--- src/rtl/tt_io_out_arbiter_if.sv ---
// Requester-side bundle for the io_out arbiter: requests, bytes, enable mask,
// and the shared output bus with its handshake back to the requesters.
interface tt_io_out_arbiter_if #(
  parameter int unsigned NREQ = 4
);
  logic [NREQ-1:0]   req_i;
  logic [8*NREQ-1:0] data_i;
  logic [NREQ-1:0]   mask_i;
  logic [NREQ-1:0]   ack_o;
  logic              busy_o;
  logic [7:0]        io_out_o;

  modport master (
    output req_i, data_i, mask_i,
    input  ack_o, busy_o, io_out_o
  );

  modport slave (
    input  req_i, data_i, mask_i,
    output ack_o, busy_o, io_out_o
  );
endinterface

--- src/rtl/tt_io_out_arbiter.sv ---
// Round-robin arbiter sharing the 8-bit tile output bus. Each grant emits a
// header word {10100, id}, then the captured data byte, each held HOLD
// cycles, followed by a single zero gap cycle.
module tt_io_out_arbiter #(
  parameter int unsigned NREQ = 4,
  parameter int unsigned HOLD = 4
) (
  input  logic                 clk,
  input  logic                 rst_n,
  tt_io_out_arbiter_if.slave   bus
);

  typedef enum logic [1:0] {IDLE, HEADER, DATA, GAP} state_t;

  localparam logic [7:0] HOLD_M1 = 8'(HOLD - 1);
  localparam logic [2:0] LAST_ID = 3'(NREQ - 1);

  state_t          state_q, state_d;
  logic [2:0]      ptr_q, ptr_d;
  logic [2:0]      id_q, id_d;
  logic [7:0]      dat_q, dat_d;
  logic [7:0]      cnt_q, cnt_d;
  logic [7:0]      io_out_q, io_out_d;
  logic [NREQ-1:0] ack_q, ack_d;
  logic            busy_q, busy_d;

  logic [NREQ-1:0] elig;
  logic            found;
  logic [2:0]      win_id;
  logic [7:0]      win_data;

  assign elig = bus.req_i & bus.mask_i;

  // Winner search: first eligible at or above the pointer, else the lowest
  // eligible below it (equivalent to an upward search with wrap).
  always_comb begin
    found  = 1'b0;
    win_id = '0;
    for (int unsigned k = 0; k < NREQ; k++) begin
      if (!found && elig[k] && (3'(k) >= ptr_q)) begin
        found  = 1'b1;
        win_id = 3'(k);
      end
    end
    for (int unsigned k = 0; k < NREQ; k++) begin
      if (!found && elig[k]) begin
        found  = 1'b1;
        win_id = 3'(k);
      end
    end
  end

  // Byte of the winning requester.
  always_comb begin
    win_data = '0;
    for (int unsigned k = 0; k < NREQ; k++) begin
      if (3'(k) == win_id) win_data = bus.data_i[8*k +: 8];
    end
  end

  // Frame sequencing and next values of all registered outputs.
  always_comb begin
    state_d  = state_q;
    ptr_d    = ptr_q;
    id_d     = id_q;
    dat_d    = dat_q;
    cnt_d    = cnt_q;
    io_out_d = io_out_q;
    ack_d    = '0;
    busy_d   = busy_q;
    unique case (state_q)
      IDLE: begin
        io_out_d = '0;
        busy_d   = 1'b0;
        if (found) begin
          id_d     = win_id;
          dat_d    = win_data;
          ptr_d    = (win_id == LAST_ID) ? 3'd0 : win_id + 3'd1;
          cnt_d    = HOLD_M1;
          state_d  = HEADER;
          io_out_d = {5'b10100, win_id};
          busy_d   = 1'b1;
          for (int unsigned k = 0; k < NREQ; k++) begin
            ack_d[k] = (3'(k) == win_id);
          end
        end
      end
      HEADER: begin
        io_out_d = {5'b10100, id_q};
        if (cnt_q == 8'd0) begin
          state_d  = DATA;
          io_out_d = dat_q;
          cnt_d    = HOLD_M1;
        end else begin
          cnt_d = cnt_q - 8'd1;
        end
      end
      DATA: begin
        io_out_d = dat_q;
        if (cnt_q == 8'd0) begin
          state_d  = GAP;
          io_out_d = '0;
        end else begin
          cnt_d = cnt_q - 8'd1;
        end
      end
      GAP: begin
        state_d  = IDLE;
        io_out_d = '0;
        busy_d   = 1'b0;
      end
      default: state_d = IDLE;
    endcase
  end

  // State and output registers with synchronous active-low reset.
  always_ff @(posedge clk) begin
    if (!rst_n) begin
      state_q  <= IDLE;
      ptr_q    <= '0;
      id_q     <= '0;
      dat_q    <= '0;
      cnt_q    <= '0;
      io_out_q <= '0;
      ack_q    <= '0;
      busy_q   <= 1'b0;
    end else begin
      state_q  <= state_d;
      ptr_q    <= ptr_d;
      id_q     <= id_d;
      dat_q    <= dat_d;
      cnt_q    <= cnt_d;
      io_out_q <= io_out_d;
      ack_q    <= ack_d;
      busy_q   <= busy_d;
    end
  end

  assign bus.io_out_o = io_out_q;
  assign bus.ack_o    = ack_q;
  assign bus.busy_o   = busy_q;

endmodule

--- src/flat_wrapper.sv ---
// flat-port wrapper written by rule: the top's interface ports become plain ports
module tt_io_out_arbiter_flat 
#(
  parameter int unsigned NREQ = 4,
  parameter int unsigned HOLD = 4
)
  (clk, rst_n, bus_req_i, bus_data_i, bus_mask_i, bus_ack_o, bus_busy_o, bus_io_out_o);
  tt_io_out_arbiter_if #(.NREQ(NREQ)) bus_i ();
  input  logic clk;
  input  logic rst_n;
  input wire logic [$bits(bus_i.req_i)-1:0] bus_req_i;
  input wire logic [$bits(bus_i.data_i)-1:0] bus_data_i;
  input wire logic [$bits(bus_i.mask_i)-1:0] bus_mask_i;
  output wire logic [$bits(bus_i.ack_o)-1:0] bus_ack_o;
  output wire logic [$bits(bus_i.busy_o)-1:0] bus_busy_o;
  output wire logic [$bits(bus_i.io_out_o)-1:0] bus_io_out_o;
  assign bus_i.req_i = bus_req_i;
  assign bus_i.data_i = bus_data_i;
  assign bus_i.mask_i = bus_mask_i;
  assign bus_ack_o = bus_i.ack_o;
  assign bus_busy_o = bus_i.busy_o;
  assign bus_io_out_o = bus_i.io_out_o;
  tt_io_out_arbiter #(.NREQ(NREQ), .HOLD(HOLD)) u_core (.clk(clk), .rst_n(rst_n), .bus(bus_i));
endmodule
--- config.mk ---
export PLATFORM = sky130hd
export DESIGN_NAME = tt_io_out_arbiter_flat
export DESIGN_NICKNAME = d
export VERILOG_FILES = /design/src/rtl/tt_io_out_arbiter_if.sv /design/src/rtl/tt_io_out_arbiter.sv /design/src/flat_wrapper.sv
export SDC_FILE = /design/constraint.sdc
export NUM_CORES = 1
export LEC_CHECK = 0
export ABC_AREA = 0
export CELL_PAD_IN_SITES_DETAIL_PLACEMENT = 2
export CELL_PAD_IN_SITES_GLOBAL_PLACEMENT = 2
export CORE_ASPECT_RATIO = 1.5
export CORE_MARGIN = 2
export CORE_UTILIZATION = 31
export CTS_BUF_LIST = sky130_fd_sc_hd__clkbuf_2
export DETAILED_ROUTE_END_ITERATION = 6
export PLACE_DENSITY_LB_ADDON = 0.05
export SLEW_MARGIN = 15
export SYNTH_ARGS = -nofsm -noshare
export SYNTH_HDL_FRONTEND = slang
export SYNTH_SLANG_ARGS = --single-unit
--- constraint.sdc ---
create_clock -name clk -period 4.2 [get_ports clk]
set_clock_uncertainty 0.05 [all_clocks]
set_input_delay 1.26 -clock clk [delete_from_list [all_inputs] [get_ports clk]]
set_output_delay 1.26 -clock clk [all_outputs]
set_load 0.01 [all_outputs]
Yosys cells after proc, flatten, opt, wreduce, memory -nomap -nowiden --
Cells that the tools add are included. Widths: inputs -> output; s select.
Word-level totals: bits in registers 37, bits of input ports 42, word-level logic and storage cells 87
Cells by class: add/sub/neg operators 2, $lt $le $gt $ge 4, equality and inequality tests 11, multiplexer cells 34, bitwise logic cells 1, reduce and logical (&&, ||, !) cells 27
Operators with widths (count):
- $mux 8 | 10
- $pmux 8 s4 | 1
- $pmux 8 s3 | 1
- $mux 2 | 9
- $logic_and 1x1->1 | 11
- $mux 1 | 10
- $reduce_and 3->1 | 3
- $logic_not 8->1 | 1
- $pmux 2 s4 | 1
- $sub 8x1->8 const B | 1
- $logic_not 1->1 | 7
- $eq 2x2->1 const B | 3
- $ge 1x3->1 const A | 2
- $ge 2x3->1 const A | 2
- $ne 2x1->1 const B | 3
- $and 4x4->4 | 1
- $eq 2x2->1 const A | 2
- $add 2x1->3 const B | 1
- $logic_not 3->1 | 1
- $mux 3 | 1
- $reduce_bool 3->1 | 1
- $eq 1x2->1 const A | 1
- $eq 2x1->1 const B | 1
- $logic_not 2->1 | 1
- 4 further kinds | 4

Depth between registers and ports, before layout --
depth in word-level cells 32, depth in mapped cells 10

Worst setup path before layout --
No wires, ideal clock.
kind input to register, start input port bus_req_i[3], end register u_core.dat_q[6], arrival 2788 ps, required time 4080 ps, path slack 1292 ps, cell stages on the path 9, path buffers 1, path through nand2_1 -> a21boi_0 -> o21ai_0 -> inv_1 -> ha_1 -> clkbuf_1 -> clkinv_1 -> a311o_1 -> a21oi_1
Between the ends: cells in the longest elaborated chain, start to end 21, elaborated cells between the ends (all ways) 30, classes of those cells eq/ne: 3; mux: 14; bitwise: 1; reduce/logical: 12
Ends and longest elaborated chain:
- from (decl) | line flat_wrapper.sv:11 | input wire logic [$bits(bus_i.req_i)-1:0] bus_req_i;
- $and 4x4->4 * | line tt_io_out_arbiter.sv:32 | assign elig = bus.req_i & bus.mask_i;
- $logic_and 1x1->1 (2 in a row) | line tt_io_out_arbiter.sv:40 | if (!found && elig[k] && (3'(k) >= ptr_q)) begin
- $mux 1 | line tt_io_out_arbiter.sv:40
- $logic_not 1->1 | line tt_io_out_arbiter.sv:46 | if (!found && elig[k]) begin
- $logic_and 1x1->1 | line tt_io_out_arbiter.sv:46
- $mux 1 | line tt_io_out_arbiter.sv:46
- $logic_not 1->1 | line tt_io_out_arbiter.sv:46
- $logic_and 1x1->1 | line tt_io_out_arbiter.sv:46
- [... 3 more ...]
- $mux 1 | line tt_io_out_arbiter.sv:46
- $logic_not 1->1 | line tt_io_out_arbiter.sv:46
- $logic_and 1x1->1 | line tt_io_out_arbiter.sv:46
- $mux 2 * | line tt_io_out_arbiter.sv:46
- via u_core.win_id[1] | line tt_io_out_arbiter.sv:29 | logic [2:0] win_id;
- $logic_not 3->1 | line tt_io_out_arbiter.sv:57 | if (3'(k) == win_id) win_data = bus.data_i[8*k +: 8];
- $mux 8 (3 in a row) | line tt_io_out_arbiter.sv:57
- $mux 8 * | line tt_io_out_arbiter.sv:57
- to (signal assigned) | line tt_io_out_arbiter.sv:131 | dat_q <= dat_d;
- to (decl) | line tt_io_out_arbiter.sv:21 | logic [7:0] dat_q, dat_d;
Mark *: on every way through the listed nets, which the timed path passes. The rest lies on a longest branch. A chain may end at the register's enable or synchronous reset.

Final worst setup path --
start input port bus_mask_i[0], end register u_core.dat_q[7]
Between the ends: cells in the longest elaborated chain, start to end 32, elaborated cells between the ends (all ways) 43, classes of those cells eq/ne: 3; mux: 19; bitwise: 1; reduce/logical: 20
Ends and longest elaborated chain:
- from (decl) | line flat_wrapper.sv:13 | input wire logic [$bits(bus_i.mask_i)-1:0] bus_mask_i;
- $and 4x4->4 * | line tt_io_out_arbiter.sv:32
- $logic_and 1x1->1 | line tt_io_out_arbiter.sv:40
- $mux 1 | line tt_io_out_arbiter.sv:40
- $logic_not 1->1 | line tt_io_out_arbiter.sv:40
- $logic_and 1x1->1 (2 in a row) | line tt_io_out_arbiter.sv:40
- $mux 1 | line tt_io_out_arbiter.sv:40
- $logic_not 1->1 | line tt_io_out_arbiter.sv:40
- $logic_and 1x1->1 (2 in a row) | line tt_io_out_arbiter.sv:40
- [... 13 more ...]
- $mux 1 | line tt_io_out_arbiter.sv:46
- $logic_not 1->1 | line tt_io_out_arbiter.sv:46
- $logic_and 1x1->1 | line tt_io_out_arbiter.sv:46
- $mux 2 * | line tt_io_out_arbiter.sv:46
- via u_core.win_id[0] | line tt_io_out_arbiter.sv:29
- $logic_not 3->1 | line tt_io_out_arbiter.sv:57
- $mux 8 (3 in a row) | line tt_io_out_arbiter.sv:57
- $mux 8 * | line tt_io_out_arbiter.sv:57
Marked as above.

==> flow_summary_export.csv <==
group,metric,value,unit
timing,hold_viol_final,0,
finish,synthToLayoutAreaGrowth,33.6,%
global_route,grt_max_degree,23,
global_route,first_global_vias,2130,
timing,setup_tns,0,ps
synthesis,synth_edf_count,0,
synthesis,avgSynthCellArea,8.44,um^2
worst_setup_path,crit_end,"u_core.dat_q[7]",
worst_setup_path,reg2reg_to,"u_core.dat_q[7]",
worst_setup_path,crit_fanout,7,
global_route,grt_pass1_wl,10800,um
pwr,p_leak,1.00,nW
timing,setup_ws,774,ps
timing,worstMarginPinSlew,618,ps
clock_network,clock_latency,380,ps
clock_network,cts-resized-gates,0,
clock_network,cts_tree,"yes",
global_route,grt_use_met3,3.25,%
drt,ant_nets,0,
finish,layout_common_cells,"54 x clkdlybuf4s50_1, 35 x dfxtp_1, 20 x nand2_1",
clock_network,root_buffer,"clkbuf_2",
timing,clock.fmax,0.292,GHz
drt,wl_per_cell,18.1,um
drt,vias_per_cell,5.53,
worst_setup_path,reg2reg_slack,1720,ps
clock_network,numCtsBuffers,5,
worst_setup_path,cp.required,4490,ps
global_route,globalRouteTotalUtil,19.0,%
timing,relSlewSlack,58.8,%
clock_network,cts_setup_buffers,0,
finish,multi_input_area,0.00120,mm^2
synthesis,syn_area,0.00200,mm^2
drt,dr.pass1.iters,4,
synthesis,async_reset_ff_share,0,%
synthesis,synth_flop_cell,"dfxtp_1",
synthesis,seq_area_frac_synth,35.0,%
synthesis,synth.area.top_cells,"dfxtp_1 35%, ha_1 6.9%, a21oi_1 4.5%",
synthesis,yosys.area.top_type_share,35.0,%
global_route,gr-max-usage-layer,"met2",
clock_network,h-tree-depth,2,
worst_hold_path,hold_start,"u_core.dat_q[2]",
global_route,grt_antenna_before_repair,0,
clock_network,cts.sinks,35,
clock_network,cts_max_path_buffers,2,
synthesis,synth_nets,290,
worst_setup_path,path_cells,"clkdlybuf4s50_1 -> nand3b_1 -> a21o_1 -> nand3_1 -> inv_1 -> ha_1 -> nor2b_1 -> a221oi_1 -> o31a_1 -> a21oi_1",
synthesis,ys_seq_elements,35,
worst_hold_path,hold_path_class,"reg -> reg",
global_route,grt-ovfl-total,0,
worst_setup_path,cpPeakStageDelay,540,ps
place,io_buffer_count,54,
floorplanning,core,0.00617,mm^2
synthesis,yosysWarnings,0,
drt,drcViolationCount,0,
job,maxCapViolCount,0,
timing,setup_viol,0,
place,post-place-ws,356,ps
clock_network,holdBufCountCts,0,
global_route,grt.met2_usage,34.4,%
synthesis,synth_cell_types,55,
synthesis,synth_cells,237,
finish,fillCellCount,718,
worst_setup_path,cp_num_buf_inv,2,
timing,timing.final.crit_share,81.6,%
drt,drtIter0Drc,60,
finish,n_antenna_cell,0,
finish,mostFrequentLayoutCell,"clkdlybuf4s50_1",
finish,final_util,43.3,%
place,place_congestion,0.784,
finish,drive_gt1_share,8.25,%
finish,fin_nets,343,
worst_setup_path,worstRegToRegCells,8,
drt,via_count,2017,
floorplanning,fp.dieH,102,um
worst_setup_path,critPathLaunchType,"input port",
worst_setup_path,path_class,"in -> reg",
drt,drt-total-wl,6600,um
floorplanning,dieArea,0.00712,mm^2
synthesis,yosys.area.top_type,"dfxtp_1",
clock_network,clkTransAtPathRegs,190,ps
worst_setup_path,cp.depth,10,
worst_setup_path,startpoint,"bus_mask_i[0]",
floorplanning,fp.dieW,69.6,um
floorplanning,std_cell_rows,35,
timing,rsz0062_at_grt,"false",
timing,period_needed,3430,ps
pwr,power_per_cell_area,577,mW/mm^2
global_route,grt.met1_usage,23.5,%
worst_setup_path,critPathCaptureType,"flop",
timing,holdWs,430,ps
floorplanning,io_pins,55,
status,run_status,"completed",
pwr,peakVddDrop,0.000326,V
finish,regArea,701,um^2
timing,slew_violations,0,
place,dp_hpwl,5040,um
floorplanning,initial_core_util,32.4,%
worst_setup_path,cp_top_family,"compound AO/OA/AOI/OAI gates",
worst_setup_path,critPathArrivalTime,3710,ps
worst_setup_path,reg2reg_from,"u_core.ptr_q[1]",
worst_setup_path,cpMaxStageDelayCell,"clkdlybuf4s50_1",
[cell usage after synthesis, types with 2 or more instances]
| master | count |
|---|---|
| o211ai_1 | 4 |
| a31oi_1 | 3 |
| clkbuf_1 | 7 |
| o21ai_0 | 18 |
| nand4_1 | 2 |
| o31a_1 | 7 |
| or3_1 | 3 |
| nand2_1 | 20 |
| a22o_1 | 2 |
| nand3b_1 | 2 |
| buf_1 | 2 |
| a21boi_0 | 2 |
| a221oi_1 | 9 |
| and3_1 | 4 |
| o21ai_1 | 3 |
| buf_2 | 2 |
| ha_1 | 11 |
| a211oi_1 | 2 |
| dfxtp_1 | 35 |
| o21a_1 | 3 |
| and2_1 | 4 |
| nor2_1 | 15 |
| a22oi_1 | 2 |
| inv_1 | 11 |
| a21o_1 | 2 |
| a31o_2 | 4 |
| a21oi_1 | 18 |
| a311oi_1 | 2 |
| nand3_1 | 7 |
| nor3_1 | 6 |
[kinds of logic (layout without fill, tap and decap cells)]
group	Yosys count	in the layout	synth area share, %
AO/OA/AOI/OAI	95	95	34.0
AND/OR/NAND/NOR	72	72	19.0
flip-flops	35	35	35.0
buffers and inverters	24	78	5.01
adder cells (fa/ha/maj)	11	11	6.88
[flip-flops by register name, indices dropped and copies added, names as in the netlist]
register,flops
u_core.bus.ack_o,4
u_core.bus.busy_o,1
u_core.bus.io_out_o,8
u_core.cnt_q,8
u_core.dat_q,8
u_core.id_q,2
u_core.ptr_q,2
u_core.state_q,2
[layout make-up]
| type | count | area share (%) |
|---|---|---|
| flip-flops and latches | 35 | 26.2 |
| clock inverters | 3 | 1.45 |
| multi-input cells | 178 | 44.9 |
| well taps | 74 | 3.47 |
| inverters | 12 | 1.69 |
| repair buffers | 58 | 21.4 |
| clock buffers | 5 | 0.937 |
[metrics by stage]
step / std cells / total power [W] / cell area, um^2
global placement: 357 / 0.00132 / 2610
finish: 365 / 0.00154 / 2670
floorplan: 237 / 0.00107 / 2000
CTS: 365 / 0.00156 / 2670
detailed placement: 357 / 0.00133 / 2610
global route: 365 / 0.00168 / 2670
[worst min-delay path by stage]
stage	end	slack (ps)	depth (start not counted)
6_report	u_core.bus.io_out_o[2]	430	1
4_1_cts	u_core.bus.io_out_o[2]	430	1
5_1_grt	u_core.bus.io_out_o[2]	460	1
3_5_place_dp	u_core.bus.io_out_o[2]	390	1
3_3_place_gp	u_core.bus.io_out_o[3]	400	1
2_1_floorplan	u_core.bus.io_out_o[2]	370	1
[worst register-to-register path, stage by stage, from the launching register on]
cell and delay (ps):
dfxtp_1 450, nand2b_1 130, a32oi_1 120, o21ai_0 380, ha_1 260, nor2b_1 460, a221oi_1 160, o31a_1 310
a21oi_1 140
[power by group]
group / switching, W / internal (W)
registers: 0.0000630 / 0.000417
clock network: 0.000120 / 0.0000980
logic: 0.000502 / 0.000342
total: 0.000686 / 0.000857
[per-layer routing]
metal	vias up	wire (um)
li1	1003	-
met1	963	3000
met2	45	3320
met3	6	220
met4	0	54
met5	-	0
Power figures use the tool's default switching activity.
